<file path="src/rtl/spi_cfg_master.sv">
// SPI mode-0 write-only master: each accepted request becomes one {addr, data}
// frame, MSB first, framed by spi_nss. All SPI pins come straight from flops.
module spi_cfg_master #(
  parameter int CLK_DIV    = 4,
  parameter int FRAME_BITS = 16,
  parameter int NSS_GAP    = 2
) (
  input  logic       clk,
  input  logic       rstn,
  input  logic       req_valid,
  output logic       req_ready,
  input  logic [7:0] req_addr,
  input  logic [7:0] req_data,
  output logic       busy,
  output logic       done,
  output logic       spi_clk,
  output logic       spi_mosi,
  output logic       spi_nss
);

  localparam int CNT_MAX = (CLK_DIV > NSS_GAP) ? CLK_DIV : NSS_GAP;
  localparam int CNT_W   = $clog2(CNT_MAX) + 1;
  localparam logic [CNT_W-1:0] DIV_LAST = CNT_W'(CLK_DIV - 1);
  localparam logic [CNT_W-1:0] GAP_LAST = CNT_W'(NSS_GAP - 1);
  localparam logic [4:0]       LAST_BIT = 5'(FRAME_BITS);

  typedef enum logic [2:0] {
    IDLE, SETUP, SHIFT_HI, SHIFT_LO, HOLD, GAP
  } state_t;

  state_t           state;
  logic [CNT_W-1:0] div_cnt;
  logic [4:0]       bit_cnt;
  // spi_mosi is the frame's leading bit; shreg holds the 15 bits still to send.
  logic [14:0]      shreg;

  // req_valid/req_ready: a request transfers on the clk edge where both are high;
  // req_ready is high only in IDLE, so requests presented while busy are ignored.
  always_ff @(posedge clk or negedge rstn) begin
    if (!rstn) begin
      state     <= IDLE;
      div_cnt   <= '0;
      bit_cnt   <= '0;
      shreg     <= '0;
      req_ready <= 1'b1;
      busy      <= 1'b0;
      done      <= 1'b0;
      spi_clk   <= 1'b0;
      spi_mosi  <= 1'b0;
      spi_nss   <= 1'b1;
    end else begin
      done <= 1'b0;
      case (state)
        IDLE: begin
          if (req_valid && req_ready) begin
            shreg     <= {req_addr[6:0], req_data};
            spi_mosi  <= req_addr[7];
            spi_nss   <= 1'b0;
            busy      <= 1'b1;
            req_ready <= 1'b0;
            div_cnt   <= '0;
            bit_cnt   <= '0;
            state     <= SETUP;
          end
        end
        SETUP: begin
          if (div_cnt == DIV_LAST) begin
            div_cnt <= '0;
            spi_clk <= 1'b1;
            bit_cnt <= bit_cnt + 5'd1;
            state   <= SHIFT_HI;
          end else begin
            div_cnt <= div_cnt + 1'b1;
          end
        end
        SHIFT_HI: begin
          if (div_cnt == DIV_LAST) begin
            div_cnt <= '0;
            spi_clk <= 1'b0;
            state   <= SHIFT_LO;
            // After the final rising edge spi_mosi keeps bit0 through HOLD.
            if (bit_cnt < LAST_BIT) begin
              spi_mosi <= shreg[14];
              shreg    <= {shreg[13:0], 1'b0};
            end
          end else begin
            div_cnt <= div_cnt + 1'b1;
          end
        end
        SHIFT_LO: begin
          if (div_cnt == DIV_LAST) begin
            div_cnt <= '0;
            if (bit_cnt == LAST_BIT) begin
              state <= HOLD;
            end else begin
              spi_clk <= 1'b1;
              bit_cnt <= bit_cnt + 5'd1;
              state   <= SHIFT_HI;
            end
          end else begin
            div_cnt <= div_cnt + 1'b1;
          end
        end
        HOLD: begin
          if (div_cnt == DIV_LAST) begin
            div_cnt  <= '0;
            spi_nss  <= 1'b1;
            spi_mosi <= 1'b0;
            done     <= 1'b1;
            state    <= GAP;
          end else begin
            div_cnt <= div_cnt + 1'b1;
          end
        end
        GAP: begin
          if (div_cnt == GAP_LAST) begin
            div_cnt   <= '0;
            req_ready <= 1'b1;
            busy      <= 1'b0;
            state     <= IDLE;
          end else begin
            div_cnt <= div_cnt + 1'b1;
          end
        end
        default: state <= IDLE;
      endcase
    end
  end

endmodule

</file>
<file path="config.mk">
export PLATFORM = sky130hd
export DESIGN_NAME = spi_cfg_master
export DESIGN_NICKNAME = d
export VERILOG_FILES = /design/src/rtl/spi_cfg_master.sv
export SDC_FILE = /design/constraint.sdc
export NUM_CORES = 1
export LEC_CHECK = 0
export CORE_UTILIZATION = 45
export DETAILED_ROUTE_END_ITERATION = 10
export PLACE_DENSITY = 0.76
export SYNTH_ARGS = -nofsm -noshare
export SYNTH_HDL_FRONTEND = slang
export SYNTH_SLANG_ARGS = --single-unit
export TNS_END_PERCENT = 10
</file>
<file path="constraint.sdc">
create_clock -name clk -period 3.3 [get_ports clk]
set_clock_uncertainty 0.1 [all_clocks]
set_input_delay 0.66 -clock clk [delete_from_list [all_inputs] [get_ports clk]]
set_output_delay 0.66 -clock clk [all_outputs]
set_load 0.02 [all_outputs]
</file>
# Word-level counts from Yosys, hierarchy flattened
# Index checks and enable logic that the tools add are counted.
[classes] magnitude_cmp=1 bitwise_logic=0 reduce_logical=18 mux=39 n_div=0 add_sub_neg=2 eq_ne=16 n_shift=0 multipliers=0
[op_table] cell="$mux 15" count=3
[op_table] cell="$mux 3" count=10
[op_table] cell="$pmux 15 s2" count=1
[op_table] cell="$mux 5" count=4
[op_table] cell="$pmux 3 s6" count=1
[op_table] cell="$ne 2x2->1 const B" count=8
[op_table] cell="$pmux 5 s3" count=1
[op_table] cell="$reduce_and 5->1" count=3
[op_table] cell="$mux 1" count=13
[op_table] cell="$reduce_bool 3->1" count=4
[op_table] cell="$eq 3x2->1 const B" count=3
[op_table] cell="$pmux 3 s3" count=1
[op_table] cell="$eq 3x1->1 const B" count=2
[op_table] cell="$eq 3x3->1 const B" count=2
[op_table] cell="$pmux 1 s2" count=3
[op_table] cell="$pmux 1 s3" count=2
[op_table] cell="$reduce_and 3->1" count=2
[op_table] cell="$reduce_and 6->1" count=1
[op_table] cell="$reduce_bool 2->1" count=3
[op_table] cell="$add 5x1->5 const B" count=1
[op_table] cell="$eq 5x5->1 const B" count=1
[op_table] cell="$lt 5x5->1 const B" count=1
[op_table] cell="$reduce_and 4->1" count=1
[op_table] cell="$reduce_or 4->1" count=1
[op_table] cell="4 further kinds" count=4
[totals] romBits=0 inputBits=19 out_inout_bits=6 memories=0 ram_bits=0 wordCells=86 latchBits=0 regBits=32

# Depth between registers and ports, before layout
# Gate-level depths: netlist of the first run.
[depth] depth_word=4 ltp_mapped=6

# Worst setup path after synthesis of the first run
# OpenSTA, ideal clock, no wires.
[synth_timing] path_type="reg-to-reg" start="reg div_cnt[0]" end="reg spi_mosi" slack_ns=1.311 period_less_slack_ns=1.989 required_time_ns=3.075 t_arrival_ns=1.764 path_stages_with_launch=6 cell_sequence="dfrtp_1 ha_1 nand2b_1 o211a_1 a2111oi_0 mux2_2"
[synth_via] elab_chain_cells=3
[synth_lines] element="from (decl)" line_no="32" text="logic [CNT_W-1:0] div_cnt;"
[synth_lines] element="from (signal assigned)" line_no="73" text="div_cnt <= div_cnt + 1'b1;"
[synth_lines] element="from (signal assigned)" line_no="87" text="div_cnt <= div_cnt + 1'b1;"
[synth_lines] element="from (signal assigned)" line_no="101" text="div_cnt <= div_cnt + 1'b1;"
[synth_lines] element="$eq 3x2->1 (*)" line_no="77, 105"
[synth_lines] element="$ne 2x2->1 (no line)"
[synth_lines] element="$reduce_and 5->1 (no line) (*)"
[synth_lines] element="to (signal assigned)" line_no="57" text="spi_mosi <= req_addr[7];"
[synth_lines] element="to (signal assigned)" line_no="83" text="spi_mosi <= shreg[14];"
[synth_lines] element="to (decl)" line_no="17" text="output logic spi_mosi,"
# Every way passes the cells marked *; elsewhere a longest branch is shown, timed or not.
# A chain may end at the register's enable or synchronous reset.

# Final worst setup path of the first run
[layout_timing] start="in req_valid" end="reg shreg[10]"
[layout_via] elab_chain_cells=3
[layout_lines] element="from (decl)" line_no="10" text="input logic req_valid,"
[layout_lines] element="$logic_and 1x1->1" line_no="55" text="if (req_valid && req_ready) begin"
[layout_lines] element="$ne 2x2->1 (no line)"
[layout_lines] element="$reduce_and 4->1 (no line)"
[layout_lines] element="to (signal assigned)" line_no="56" text="shreg <= {req_addr[6:0], req_data};"
[layout_lines] element="to (signal assigned)" line_no="84" text="shreg <= {shreg[13:0], 1'b0};"
[layout_lines] element="to (decl)" line_no="35" text="logic [14:0] shreg;"
# No other way between the ends.

==> results of run 1 <==
layout make-up:
type	instances	area, um2	share of cell area
multi-input cells	135	936	0.421
flip-flops and latches	32	803	0.361
repair buffers	29	278	0.125
clock buffers	5	68.8	0.0310
well taps	48	60.1	0.0270
clock inverters	3	42.5	0.0191
inverters	9	33.8	0.0152
Yosys cell counts (all sizes together) (2+ instances only):
library cell	instances
a21o	2
a21oi	8
a22o	2
buf	5
clkbuf	3
dfrtp	30
dfstp	2
ha	6
inv	9
mux2	15
mux2i	2
nand2	51
nand2b	4
nand3	2
nand3b	2
nand4	2
nor2	6
nor3	2
o21ai	11
or3	2
where the power goes:
part / internal (W) / total (W) / switching (W)
clock: 0.000223 / 0.000371 / 0.000148
sequential: 0.000565 / 0.000683 / 0.000118
combinational: 0.000464 / 0.000909 / 0.000445
total: 0.00125 / 0.00196 / 0.000711
state kept, by name, summed over array words and instances (netlist names):
register	flops
div_cnt	3
bit_cnt	5
shreg	15
busy	1
state	3
spi_clk	1
spi_nss	1
done	1
spi_mosi	1
req_ready	1
worst max-delay path, cell delays in order:
cell and delay (ns):
clkdlybuf4s50_1 0.49, and3_1 0.33, a2bb2oi_4 0.51, mux2_2 0.40
kinds of logic after synthesis:
| family | Yosys count |
|---|---|
| flip-flops | 32 |
| AO/OA/AOI/OAI | 32 |
| multiplexers | 17 |
| buffers and inverters | 17 |
| AND/OR/NAND/NOR | 80 |
| adder cells (fa/ha/maj) | 6 |
routing by layer:
layer / global-route usage / share of wire
met1: 0.255 / 0.51
met2: 0.277 / 0.46
met3: 0.0362 / 0.019
met4: 0.0734 / 0.010
met5: 0 / 0
how the worst max path moves through the flow:
stage | to | cells past startpoint | slack [ns]
after floorplan | spi_mosi | 5 | 1.31
after global placement | shreg[9] | 4 | 0.67
after detailed placement | shreg[8] | 4 | 0.64
after CTS | shreg[8] | 4 | 0.91
after global routing | shreg[6] | 5 | 0.81
final | shreg[10] | 4 | 0.96
per-stage QoR:
step | utilization | hold WS, ns | instance area [um2]
after floorplan | - | 0.264 | 1830
after global placement | 0.560 | 0.378 | 2110
after detailed placement | 0.560 | 0.376 | 2110
after CTS | 0.589 | 0.393 | 2220
after global routing | 0.589 | 0.411 | 2220
final | 0.589 | 0.388 | 2220
cell usage in the layout, fill, tap and decap left out, drive strengths merged, types with 2 or more instances in the layout:
| cell type | count |
|---|---|
| nand3 | 2 |
| buf | 5 |
| mux2i | 2 |
| mux2 | 15 |
| nand2b | 4 |
| nand3b | 2 |
| or3 | 2 |
| inv | 9 |
| dfstp | 2 |
| a21o | 2 |
| o21ai | 11 |
| nand2 | 51 |
| nand4 | 2 |
| nor3 | 2 |
| nor2 | 6 |
| ha | 6 |
| a22o | 2 |
| clkbuf | 5 |
| a21oi | 8 |
| clkdlybuf4s50 | 24 |
| dfrtp | 30 |
==> impl_metrics.csv, run 1 <==
group,metric,value,unit
yosys,synthFlopType,"dfrtp_1",
clock_network,cts.htree.levels,2,
global_route,grt_start_max_net_pins,33,
placement,preCtsSetupSlack,0.639,ns
yosys,synth-edff-count,0,
final_layout,fill_cells,321,
power_and_ir_drop,vdd_drop_max,0.514,mV
yosys,synth_top_cells_by_area,"dfrtp_1 (41%), nand2_1 (10%), mux2_4 (7.4%), ha_1 (4.1%), mux2_2 (3.7%)",
placement,place_congestion,0.912,
setup_path,cp.arrival,2.40,ns
global_route,grt_pass1_vias,1291,
yosys,netlist_area,1830,um2
setup_path,crit_path_max_fanout,15,
clock_network,tritoncts,"done",
sta,min_period_over_period,0.708,
setup_path,critPathLaunch,"req_valid",
yosys,netlist_instances,184,
setup_path,r2r-start,"state[2]",
die,top_level_ports,25,
setup_path,cp_data_required_time,3.37,ns
clock_network,cts_hold_buf,0,
clock_network,path_clk_slew,0.07,ns
clock_network,post_cts_buffers,0,
setup_path,crit_type,"primary input to register",
clock_network,clockRootBuffer,"clkbuf_8",
sta,fmax,0.428,GHz
sta,setup_viol,0,
sta,drv_slew,0,
clock_network,ctsResizeCount,0,
status,outcome,"finished clean",
clock_network,numCtsBuffers,5,
clock_network,clock_sinks,32,
detailed_routing,routedWlPerCell,13.0,um
sta,period_minus_slack,2.34,ns
yosys,syn_area_per_cell,9.95,um2
yosys,synth_mux_area_frac,0.122,
die,rows,22,
final_layout,nNetsFinal,237,
die,core-area,3770,um2
power_and_ir_drop,leakagePower,1.03,nW
sta,setup_tns,0,ns
detailed_routing,firstDrtPassIters,4,
detailed_routing,wl,3.39,mm
power_and_ir_drop,finalPower,0.00196,W
yosys,synth_compound_area_frac,0.123,
yosys,ys_warn_count,0,
power_and_ir_drop,p_per_area,883,nW/um2
yosys,yosys.area.top_type,"dfrtp_1",
worst_hold_path,min_path_cells,2,
worst_hold_path,min_from,"req_ready",
yosys,ys_types,45,
detailed_routing,drt-initial-drc-count,49,
sta,grt_setup_unrepaired,"false",
setup_path,timing.rr.end,"shreg[10]",
final_layout,syn2layout_area_growth,21.4,%
sta,max_slew.worst_pin.slew,0.663,ns
clock_network,cts_max_path_buffers,2,
final_layout,layout-drive-gt1-share,0.178,
placement,dp_cells,253,
die,fp.dieH,65.8,um
yosys,seq_area_frac_synth,0.439,
worst_hold_path,hold_path_class,"register to register",
final_layout,instances_no_fill,261,
yosys,synthXorXnorAreaFrac,0,
yosys,synth_top_family_by_area,"simple AND/OR/NAND/NOR gates",
yosys,syn_nets,209,
setup_path,r2r_slack,0.97,ns
detailed_routing,drc,0,
yosys,synth_adder_area_share,0.0410,
global_route,antenna_found_initial,0,
global_route,grt_first_pass_wirelength,5.98,mm
yosys,synthSimpleGateAreaFrac,0.226,
detailed_routing,via_per_inst,5.20,
setup_path,critPathLaunchType,"primary input",
setup_path,endpoint_kind,"register",
setup_path,rr_worst_depth,5,
sta,hold_viol_final,0,
job,maxCapViolations,0,
die,die_area,4330,um2
global_route,grt_overflow,0,
placement,dp_hpwl,2.42,mm
yosys,ys_async_sr_fraction,1.00,
placement,port_buffers,24,
detailed_routing,antenna_left,0,
sta,maxSlewHeadroom,0.558,
worst_hold_path,worstHoldEndpoint,"req_ready",
final_layout,diodes,0,
yosys,synth-seq-cells,32,
die,die_w,65.8,um
detailed_routing,via_count,1358,
yosys,yosys.area.top_type_share,0.410,
clock_network,clk_latency,0.28,ns
sta,fin_ws,0.964,ns
global_route,grt.total_usage,0.183,
die,start_util,0.485,
No activity file was read; power rests on OpenSTA's default activity.
==> run 2: changes to the inputs <==
==> constraint.sdc (replaced) <==
create_clock -name clk -period 2.15 [get_ports clk]
set_clock_uncertainty 0.1 [all_clocks]
set_input_delay 0.43 -clock clk [delete_from_list [all_inputs] [get_ports clk]]
set_output_delay 0.43 -clock clk [all_outputs]
set_load 0.02 [all_outputs]
==> run 2 against run 1 <==
Power up 59%; register-to-register slack worse by 0.87 ns; sequential share of layout area down 1.3 points; hold slack worse by 0.00093 ns; non-clock buffer count up 10; first-iteration DRC count down 33%; largest power group unchanged.
==> impl_metrics.csv, run 2 (same netlist as run 1, synthesis figures left out) <==
group,metric,value,unit
setup_path,cp_data_required_time,2.21,ns
clock_network,cts.htree.levels,2,
sta,fin_ws,0.0993,ns
global_route,grt_overflow,0,
status,outcome,"finished clean",
clock_network,clk_latency,0.28,ns
setup_path,cp_slowest_stage_delay,0.41,ns
setup_path,cp.arrival,2.11,ns
clock_network,cts_max_path_buffers,2,
final_layout,reg_top3,"shreg x15, bit_cnt x5",
clock_network,tritoncts,"done",
sta,hold_viol_final,0,
setup_path,critPathLaunchType,"register",
clock_network,clockRootBuffer,"clkbuf_8",
final_layout,diodes,0,
sta,maxSlewHeadroom,0.699,
die,fp.dieH,65.8,um
sta,setup_viol,0,
job,maxCapViolations,0,
die,die_area,4330,um2
detailed_routing,wl,3.59,mm
global_route,grt_first_pass_wirelength,6.29,mm
detailed_routing,drc,0,
final_layout,stdcell_area,2310,um2
final_layout,top_register,"shreg",
placement,preCtsSetupSlack,-0.0979,ns
placement,dp_hpwl,2.61,mm
power_and_ir_drop,p_per_area,1350,nW/um2
placement,placed_cell_area,2200,um2
detailed_routing,via_count,1403,
setup_path,crit_path_max_fanout,5,
clock_network,path_clk_slew,0.07,ns
global_route,antenna_found_initial,0,
final_layout,layout-drive-gt1-share,0.211,
placement,port_buffers,24,
setup_path,crit_type,"register to register",
detailed_routing,firstDrtPassIters,4,
clock_network,ctsResizeCount,0,
detailed_routing,antenna_left,0,
sta,period_minus_slack,2.05,ns
clock_network,clock_sinks,32,
detailed_routing,routedWlPerCell,13.2,um
sta,max_slew.worst_pin.slew,0.441,ns
final_layout,multi_input_area,936,um2
final_layout,final_common_cell,"nand2_1",
power_and_ir_drop,vdd_drop_max,0.944,mV
final_layout,layout.area.seq,803,um2
global_route,grt.total_usage,0.194,
die,die_w,65.8,um
placement,place_congestion,0.834,
setup_path,cpMaxStageDelayCell,"dfrtp_1",
final_layout,nNetsFinal,247,
die,rows,22,
global_route,grt_pass1_vias,1361,
die,top_level_ports,25,
clock_network,post_cts_buffers,0,
final_layout,layout_common_cells,"nand2_1 (51), dfrtp_1 (30), clkdlybuf4s50_1 (24)",
die,core-area,3770,um2
setup_path,endpoint_kind,"register",
worst_hold_path,hold_path_class,"register to register",
final_layout,syn2layout_area_growth,26.0,%
clock_network,numCtsBuffers,5,
detailed_routing,via_per_inst,5.18,
setup_path,crit_chain,"ha_1, nand2b_1, o211a_1, a2111oi_0, mux2_2",
clock_network,cts_hold_buf,0,
sta,setup_tns,0,ns
sta,min_period_over_period,0.954,
power_and_ir_drop,leakagePower,1.09,nW
final_layout,largest_reg_flops,15,
sta,grt_setup_unrepaired,"false",
sta,fmax,0.488,GHz
final_layout,fill_cells,320,
global_route,grt_start_max_net_pins,33,
sta,drv_slew,0,
detailed_routing,drt-initial-drc-count,33,
die,start_util,0.485,
run 2: path summary, 6_finish.rpt:
check | start | to | slack [ns] | cells after the start
min reg2reg | req_ready | req_ready | 0.39 | 2
min | req_ready | req_ready | 0.39 | 2
max | div_cnt[0] | spi_mosi | 0.1 | 5
max reg2reg | div_cnt[0] | spi_mosi | 0.1 | 5
min in group asynchronous | rstn | div_cnt[2] | 0.47 | 2
max in group asynchronous | rstn | spi_nss | 1.15 | 2
run 2: layout make-up:
class,instances,share of cell area
multi-input combinational,135,0.406
sequential,32,0.348
timing repair buffer,39,0.158
clock buffer,6,0.0315
tap,48,0.0260
clock inverter,2,0.0152
inverter,9,0.0147
run 2: critical path, delay by kind of cell (launching register included):
| kind | cells | cell delay [ns] |
|---|---|---|
| flip-flops | 1 | 0.41 |
| AND/OR/NAND/NOR | 1 | 0.11 |
| AO/OA/AOI/OAI | 2 | 0.63 |
| multiplexers | 1 | 0.39 |
| adder cells (fa/ha/maj) | 1 | 0.30 |
run 2: where the power goes:
part | internal [W] | switching [W]
registers | 0.000867 | 0.000200
clock network | 0.000344 | 0.000221
logic | 0.000801 | 0.000687
run 2: per-layer routing:
metal / GRT usage / wire [um] / vias up
li1: - / - / 706
met2: 0.311 / 1720 / 29
met1: 0.262 / 1720 / 664
met5: 0 / 0 / -
met3: 0.0328 / 104 / 4
met4: 0.0707 / 43 / 0
run 2: stage by stage:
| step | power [W] | utilization | instances | hold slack [ns] |
|---|---|---|---|---|
| global placement | 0.00253 | 0.583 | 263 | 0.371 |
| CTS | 0.00316 | 0.611 | 271 | 0.386 |
| detailed placement | 0.00257 | 0.583 | 263 | 0.374 |
| finish | 0.00312 | 0.611 | 271 | 0.387 |
| global route | 0.00336 | 0.611 | 271 | 0.400 |
| floorplan | 0.00215 | - | 184 | 0.0344 |
==> run 3: changes to the inputs <==
--- a/config.mk
+++ b/config.mk
@@ -8,7 +8,8 @@
 export CORE_UTILIZATION = 45
 export DETAILED_ROUTE_END_ITERATION = 10
 export PLACE_DENSITY = 0.76
+export REMOVE_ABC_BUFFERS = 1
 export SYNTH_ARGS = -nofsm -noshare
 export SYNTH_HDL_FRONTEND = slang
 export SYNTH_SLANG_ARGS = --single-unit
-export TNS_END_PERCENT = 10
+export TNS_END_PERCENT = 20
==> run 3 against run 2 <==
Via count shrank 1.4%; cell area decreased by 1.1%; first-iteration DRC count rose by 150%; global-route usage up 0.42 points; count of clock-buffer cells in the layout is 2 higher; cell count is 0.37% lower; critical path depth down 4; non-clock buffer count down 1; routed wire length is 1.2% higher; maximum frequency increased by 2.8%; largest power group unchanged.
==> impl_metrics.csv, run 3 (same netlist as run 1, synthesis figures left out) <==
group,metric,value,unit
status,outcome,"finished clean",
global_route,grtUsageMet1,0.256,
setup_path,cp_slowest_stage_delay,0.61,ns
setup_path,critPathLaunchType,"register",
detailed_routing,drc,0,
setup_path,cp.arrival,1.47,ns
clock_network,clock_sinks,32,
setup_path,timing.rr.end,"spi_mosi",
placement,placed_cell_area,2190,um2
worst_hold_path,worstHoldEndpoint,"req_ready",
placement,dp_hpwl,2.60,mm
worst_hold_path,min_from,"req_ready",
sta,fmax,0.501,GHz
global_route,grt_pass1_vias,1366,
setup_path,rr_worst_depth,5,
detailed_routing,drt-initial-drc-count,82,
placement,preCtsSetupSlack,-0.126,ns
clock_network,path_clk_slew,0.06,ns
placement,port_buffers,24,
clock_network,clockRootBuffer,"clkbuf_8",
worst_hold_path,min_path_cells,2,
sta,hold_viol_final,0,
setup_path,r2r-start,"div_cnt[0]",
final_layout,layout.area.seq,803,um2
detailed_routing,via_count,1384,
detailed_routing,routedWlPerCell,13.5,um
power_and_ir_drop,leakagePower,1.07,nW
setup_path,r2r_slack,0.16,ns
die,die_w,65.8,um
global_route,grt.busiest_layer,"met2",
die,start_util,0.485,
worst_hold_path,hold_path_class,"register to register",
setup_path,crit_family,"buffers and inverters",
final_layout,final_common_cell,"nand2_1",
die,fp.dieH,65.8,um
final_layout,top_register,"shreg",
power_and_ir_drop,p_per_area,1340,nW/um2
global_route,grt_first_pass_wirelength,6.29,mm
clock_network,ctsResizeCount,0,
global_route,grt_start_max_net_pins,33,
power_and_ir_drop,vdd_drop_max,0.646,mV
final_layout,layout_common_cells,"nand2_1 (51), dfrtp_1 (30), clkdlybuf4s50_1 (24)",
final_layout,syn2layout_area_growth,24.6,%
final_layout,reg_top3,"shreg x15, bit_cnt x5",
global_route,grt.met3_usage,0.0534,
sta,fin_ws,0.154,ns
clock_network,clk_latency,0.28,ns
final_layout,layout-drive-gt1-share,0.203,
detailed_routing,antenna_left,0,
job,maxCapViolations,0,
setup_path,cpMaxStageDelayCell,"clkdlybuf4s50_1",
final_layout,diodes,0,
final_layout,stdcell_area,2280,um2
clock_network,tritoncts,"done",
final_layout,nNetsFinal,246,
clock_network,cts_max_path_buffers,2,
clock_network,cts_hold_buf,0,
final_layout,multi_input_area,936,um2
sta,grt_setup_unrepaired,"false",
sta,setup_viol,0,
sta,maxSlewHeadroom,0.728,
placement,place_congestion,0.859,
final_layout,fill_cells,311,
die,die_area,4330,um2
setup_path,cp_data_required_time,1.62,ns
setup_path,crit_buf_inv,1,
clock_network,post_cts_buffers,0,
detailed_routing,via_per_inst,5.13,
setup_path,crit_chain,"clkdlybuf4s50_1",
sta,drv_slew,0,
global_route,antenna_found_initial,0,
clock_network,cts.htree.levels,2,
final_layout,largest_reg_flops,15,
global_route,grt_overflow,0,
die,rows,22,
die,top_level_ports,25,
sta,hold_ws,0.405,ns
detailed_routing,firstDrtPassIters,4,
global_route,use_met2,0.305,
clock_network,numCtsBuffers,5,
setup_path,crit_path_max_fanout,5,
sta,min_period_over_period,0.928,
die,core-area,3770,um2
global_route,grt.total_usage,0.198,
sta,period_minus_slack,2.00,ns
detailed_routing,wl,3.63,mm
setup_path,endpoint_kind,"output port",
setup_path,crit_type,"register to output port",
sta,max_slew.worst_pin.slew,0.398,ns
[run 3: power breakdown]
part | switching [W] | total, W | internal, W
clock network | 0.000214 | 0.000475 | 0.000261
logic | 0.000684 | 0.00150 | 0.000816
registers | 0.000210 | 0.00108 | 0.000867
total | 0.00111 | 0.00305 | 0.00194
[run 3: worst max path at each step]
stage                     startpoint         to  slack [ns]  depth (start not counted)
after floorplan             state[2]  shreg[10]       -0.16                          4
after global placement     req_valid   spi_mosi       -0.12                          5
after detailed placement   req_valid   spi_mosi       -0.13                          5
after CTS                  req_ready  req_ready        0.14                          1
after global routing      div_cnt[0]   spi_mosi        0.06                          5
final                      req_ready  req_ready        0.15                          1
[run 3: layout make-up]
type                    instances  area share
multi-input cells             135       0.410
repair buffers                 38       0.157
flip-flops and latches         32       0.352
clock buffers                   8      0.0395
inverters                       9      0.0148
well taps                      48      0.0263
[run 3: metrics by stage]
step / power, W / cells / setup TNS [ns] / util
floorplan: 0.00206 / 176 / -1.84 / -
global placement: 0.00254 / 262 / -0.117 / 0.581
detailed placement: 0.00259 / 262 / -0.126 / 0.581
CTS: 0.00308 / 270 / 0 / 0.605
global route: 0.00328 / 270 / 0 / 0.605
finish: 0.00305 / 270 / 0 / 0.605
[run 3: worst reg2reg max path: stages, from the launching register on]
cell and delay (ns):
dfrtp_1 0.41, ha_1 0.30, nand2b_1 0.10, o211a_1 0.21, a2111oi_0 0.38, mux2_2 0.38
[run 3: layer usage]
layer	part of all wire	vias to the layer above	wire, um
li1	-	707	-
met1	0.48	650	1730
met2	0.48	23	1740
met3	0.028	4	102
met4	0.017	0	61
met5	0	-	0
